## config.mk

```make
export PLATFORM = sky130hd
export DESIGN_NAME = csd2bin_serial
export DESIGN_NICKNAME = d
export VERILOG_FILES = /design/src/rtl/csd_pkg.sv /design/src/rtl/csd2bin_chunk.sv /design/src/rtl/csd2bin_serial.sv
export SDC_FILE = /design/constraint.sdc
export NUM_CORES = 1
export LEC_CHECK = 0
export CORE_ASPECT_RATIO = 1.1
export CORE_MARGIN = 2
export CORE_UTILIZATION = 48
export CTS_BUF_LIST = sky130_fd_sc_hd__clkbuf_16
export DETAILED_ROUTE_END_ITERATION = 10
export GPL_ROUTABILITY_DRIVEN = 0
export GPL_TIMING_DRIVEN = 0
export MAX_ROUTING_LAYER = met4
export PLACE_DENSITY = 0.77
export SLEW_MARGIN = 0
export SYNTH_ARGS = -nofsm -noshare
export SYNTH_HDL_FRONTEND = slang
export SYNTH_HIERARCHICAL = 1
export SYNTH_SLANG_ARGS = --single-unit
```

## constraint.sdc

```tcl
create_clock -name clk -period 2.2 [get_ports clk]
set_clock_uncertainty 0.2 [all_clocks]
set_input_delay 0.44 -clock clk [delete_from_list [all_inputs] [get_ports clk]]
set_output_delay 0.44 -clock clk [all_outputs]
set_load 0.01 [all_outputs]
```

## src/rtl/csd_pkg.sv

```systemverilog
// Signed-digit (CSD) encoding shared by the CSD arithmetic blocks.
// Each digit is two bits: a plus bit and a minus bit, value = plus - minus.
package csd_pkg;

   localparam logic [1:0] CSD_ZERO = 2'b00;
   localparam logic [1:0] CSD_POS  = 2'b10;
   localparam logic [1:0] CSD_NEG  = 2'b01;
   localparam logic [1:0] CSD_INV  = 2'b11;

   localparam int CSD_PLUS_BIT  = 1;
   localparam int CSD_MINUS_BIT = 0;

endpackage

```

## src/rtl/csd2bin_chunk.sv

```systemverilog
// Resolves K signed digits to K binary bits: y = P + ~N + cin over K bits.
module csd2bin_chunk
   import csd_pkg::*;
#(
   parameter int K = 2
) (
   input  logic [2*K-1:0] digits,
   input  logic           cin,
   output logic [K-1:0]   y,
   output logic           cout
);

   logic [K-1:0] p;
   logic [K-1:0] n;
   logic [K:0]   sum;

   always_comb begin
      p = '0;
      n = '0;
      for (int i = 0; i < K; i++) begin
         p[i] = digits[2*i+CSD_PLUS_BIT];
         n[i] = digits[2*i+CSD_MINUS_BIT];
      end
   end

   // An invalid 11 digit gives p=1, ~n=0 here, i.e. the same as a zero digit.
   assign sum  = {1'b0, p} + {1'b0, ~n} + {{K{1'b0}}, cin};
   assign y    = sum[K-1:0];
   assign cout = sum[K];

endmodule

```

## src/rtl/csd2bin_serial.sv

```systemverilog
// Digit-serial CSD to two's-complement converter, K digits per clock.
// Handshake: a transfer happens on a rising edge where valid and ready are both high.
module csd2bin_serial
   import csd_pkg::*;
#(
   parameter int W = 8,
   parameter int K = 2
) (
   input  logic         clk,
   input  logic         rst,
   input  logic         in_valid,
   output logic         in_ready,
   input  logic [2*W-1:0] in_x,
   output logic         out_valid,
   input  logic         out_ready,
   output logic [W:0]   out_y
);

   localparam int NCHUNK = (K > 0) ? W / K : 1;
   localparam int CW     = (NCHUNK > 1) ? $clog2(NCHUNK) : 1;
   localparam logic [CW-1:0] LAST_CHUNK = CW'(NCHUNK - 1);

   generate
      if (W < 1 || K < 1 || (W % K) != 0) begin : g_bad_params
         $error("csd2bin_serial: W must be >= 1 and a multiple of K");
      end
   endgenerate

   typedef enum logic [1:0] {
      IDLE = 2'd0,
      CONV = 2'd1,
      DONE = 2'd2
   } state_t;

   state_t          state_q;
   state_t          state_d;
   logic [2*W-1:0]  op_q;
   logic [W-1:0]    res_q;
   logic            carry_q;
   logic [CW-1:0]   cnt_q;

   logic [K-1:0]    chunk_y;
   logic            chunk_cout;
   logic [W+K-1:0]  res_shift;

   csd2bin_chunk #(.K(K)) u_chunk (
      .digits (op_q[2*K-1:0]),
      .cin    (carry_q),
      .y      (chunk_y),
      .cout   (chunk_cout)
   );

   // New bits enter at the top so the first chunk ends up in the LSBs.
   assign res_shift = {chunk_y, res_q};

   always_comb begin
      state_d = state_q;
      case (state_q)
         IDLE:    if (in_valid) state_d = CONV;
         CONV:    if (cnt_q == LAST_CHUNK) state_d = DONE;
         DONE:    if (out_ready) state_d = IDLE;
         default: state_d = IDLE;
      endcase
   end

   always_ff @(posedge clk) begin
      if (rst) begin
         state_q <= IDLE;
         op_q    <= '0;
         res_q   <= '0;
         carry_q <= 1'b0;
         cnt_q   <= '0;
      end else begin
         state_q <= state_d;
         case (state_q)
            IDLE: begin
               if (in_valid) begin
                  op_q    <= in_x;
                  carry_q <= 1'b1;
                  cnt_q   <= '0;
               end
            end
            CONV: begin
               res_q   <= res_shift[W+K-1:K];
               op_q    <= op_q >> (2*K);
               carry_q <= chunk_cout;
               cnt_q   <= cnt_q + CW'(1);
            end
            default: ;
         endcase
      end
   end

   assign in_ready  = (state_q == IDLE);
   assign out_valid = (state_q == DONE);
   // The final carry is the borrow-free flag of P - N, so its inverse is the sign.
   assign out_y     = (state_q == DONE) ? {~carry_q, res_q} : '0;

endmodule
```

==> results.sh <==
export IMPL_status="complete, no violations"
export IMPL_post_cts_setup_buffer_count=0
export IMPL_setup_worst_path_end_class="output pin"
export IMPL_fmax_mhz=477
export IMPL_syn_avg_cell_area_um2=9.13
export IMPL_area_growth_pct=34.4
export IMPL_dr_pass1_iters=4
export IMPL_cp_top_family="buffers and inverters"
export IMPL_setup_viol=0
export IMPL_synth_flop_cell="dfxtp_1"
export IMPL_drtIter0Drc=31
export IMPL_synth_nets=169
export IMPL_mostFrequentLayoutCells="dfxtp_1 (28), a21oi_1 (22), inv_1 (19)"
export IMPL_reg2reg_depth=5
export IMPL_final_hold_violation_count=0
export IMPL_synth_seq_area_share_pct=43.6
export IMPL_rrSetupSlack_ns=0.42
export IMPL_final_util_pct=66.3
export IMPL_drc=0
export IMPL_htreeDepth=2
export IMPL_die_y_um=59.3
export IMPL_hold_path_class="flip-flop to flip-flop"
export IMPL_rsz0062_at_grt="false"
export IMPL_p_leak_nw=0.745
export IMPL_ys_types=27
export IMPL_crit_arrival_ns=1.46
export IMPL_path_clk_slew_ns=0.05
export IMPL_cp_start_kind="flip-flop"
export IMPL_fin_cells=215
export IMPL_grt_pass1_wl_mm=4.79
export IMPL_antenna_found_initial=0
export IMPL_period_needed_ns=2.10
export IMPL_async_flop_share_pct=0
export IMPL_placed_cells=207
export IMPL_row_count=20
export IMPL_timing_rr_start="op_q[0]$_SDFFE_PP0P_"
export IMPL_die_area_mm2=0.00321
export IMPL_mostFrequentLayoutCell="dfxtp_1"
export IMPL_cp_depth=5
export IMPL_wl_per_cell_um=13.3
export IMPL_grt_pass1_vias=1096
export IMPL_syn_area_mm2=0.00133
export IMPL_cts_tree="built"
export IMPL_die_w_um=54.2
export IMPL_worst_setup_path_type="flip-flop to output pin"
export IMPL_root_buffer="clkbuf_16"
export IMPL_slew_viol_final=0
export IMPL_final_area_mm2=0.00179
export IMPL_antenna_cells=0
export IMPL_max_stage_delay_ns=0.35
export IMPL_crit_chain="buf_6 > nor2b_4 > buf_4 > nor2b_1 > dlygate4sd2_1"
export IMPL_grt_usage_pct=22.0
export IMPL_totalWireLength_mm=2.86
export IMPL_cts_max_path_buffers=2
export IMPL_cp_max_fo=10
export IMPL_cts_sinks=29
export IMPL_portBuffers=28
export IMPL_fin_nets=204
export IMPL_hold_path_startpoint="res_q[0]$_SDFFE_PP0N_"
export IMPL_post_dp_hpwl_mm=2.01
export IMPL_synth_cells=146
export IMPL_setup_slack_ns=0.102
export IMPL_ant_nets=0
export IMPL_holdBufCountCts=0
export IMPL_cts_buffers=5
export IMPL_design_core_area_mm2=0.00270
export IMPL_synth_edff_count=0
export IMPL_ios=31
export IMPL_yosysWarningCount=6
export IMPL_timing_max_cap_violations=0
export IMPL_insertion_delay_ns=0.27
export IMPL_cp_required_ns=1.56
export IMPL_start_util_pct=49.3
export IMPL_cpMaxStageDelayCell="dfxtp_2"
export IMPL_tightest_slew_ns=0.512
export IMPL_dp_worst_setup_slack_ns=-0.0299
export IMPL_min_path_cells=2
export IMPL_overflow=0
export IMPL_cellPowerDensity_mw_per_mm2=768
export IMPL_cts_resized=13
export IMPL_ir_worst_vdd_v=0.000621
export IMPL_vias=1156
export IMPL_min_to="res_q[0]$_SDFFE_PP0N_"
export IMPL_place_area_mm2=0.00165
export IMPL_vias_per_cell=5.38
export IMPL_reg2reg_to="res_q[7]$_SDFFE_PP0N_"
export IMPL_drive_gt1_share_pct=13.2
export IMPL_fin_crit_sh_pct=95.4
export IMPL_slew_headroom_pct=65.9
export IMPL_ys_ff_latch=29
export IMPL_crit_buf_inv=3
export IMPL_grt_max_degree=11
[worst max-delay path by stage]
stage	start	end	slack (ns)
global placement	state_q[1]$_SDFFE_PP0P_	out_y[8]	-0.02
finish	state_q[1]$_SDFFE_PP0P_	out_y[8]	0.10
detailed placement	state_q[1]$_SDFFE_PP0P_	out_y[8]	-0.03
CTS	state_q[1]$_SDFFE_PP0P_	out_y[8]	0.07
global route	state_q[1]$_SDFFE_PP0P_	out_y[2]	0.02
floorplan	state_q[1]$_SDFFE_PP0P_	out_y[8]	0.49
[flip-flops by register name, summed over array words and instances, names as in the netlist]
register and cells:
carry_q 1, cnt_q 2, op_q 16, res_q 8
state_q 2
[kinds of logic after synthesis]
group / count (synthesis) / synth area share (%)
buf+inv: 28 / 10.7
flops: 29 / 43.6
fa+ha+maj: 3 / 3.94
simple gates: 42 / 16.9
compound gates: 42 / 23.4
mux: 2 / 1.50
[worst reg2reg max path: stages (launching register included)]
cell and delay [ns]:
dfxtp_1 0.33, inv_1 0.06, fa_1 0.45, fa_1 0.51, nand2_1 0.05, a21oi_1 0.11
[final cells by class]
type	instances	area, um^2
multi-input cells	89	617
flip-flops and latches	29	582
clock inverters	3	11.3
fillers	253	912
plain buffers	12	85.1
well taps	33	41.3
clock buffers	5	125
repair buffers	28	269
inverters	16	60.1
[Yosys cell counts, types with 3 or more instances]
| cell | number | area (um^2) |
|---|---|---|
| dfxtp_1 | 29 | 581 |
| a21oi_1 | 22 | 110 |
| nand2_1 | 17 | 63.8 |
| inv_1 | 16 | 60.1 |
| o221a_1 | 9 | 101 |
| and2_1 | 8 | 50.1 |
| nor2_1 | 8 | 30.0 |
| buf_2 | 6 | 30.0 |
| buf_6 | 4 | 45.0 |
| o221a_2 | 3 | 33.8 |
[stage by stage]
step	TNS [ns]	hold WS (ns)	power, W
after floorplan	0	0.232	0.000699
after global placement	-0.0176	0.239	0.000756
after detailed placement	-0.172	0.249	0.000763
after CTS	0	0.256	0.00139
after global routing	0	0.281	0.00144
final	0	0.252	0.00137
[metal layers]
metal | part of all wire, % | GRT usage [%] | wire length, um | up-vias
met5 | 0 | - | 0 | -
met4 | 0.87 | 10.4 | 25 | 0
met3 | 5.5 | 8.59 | 157 | 4
met2 | 52 | 34.8 | 1480 | 32
met1 | 42 | 23.9 | 1200 | 554
li1 | - | - | - | 566
[power by group]
| group | internal [W] | switching (W) |
|---|---|---|
| Clock | 0.000404 | 0.000214 |
| Sequential | 0.000562 | 0.0000206 |
| Combinational | 0.0000913 | 0.0000826 |
Power figures use the tool's default switching activity.
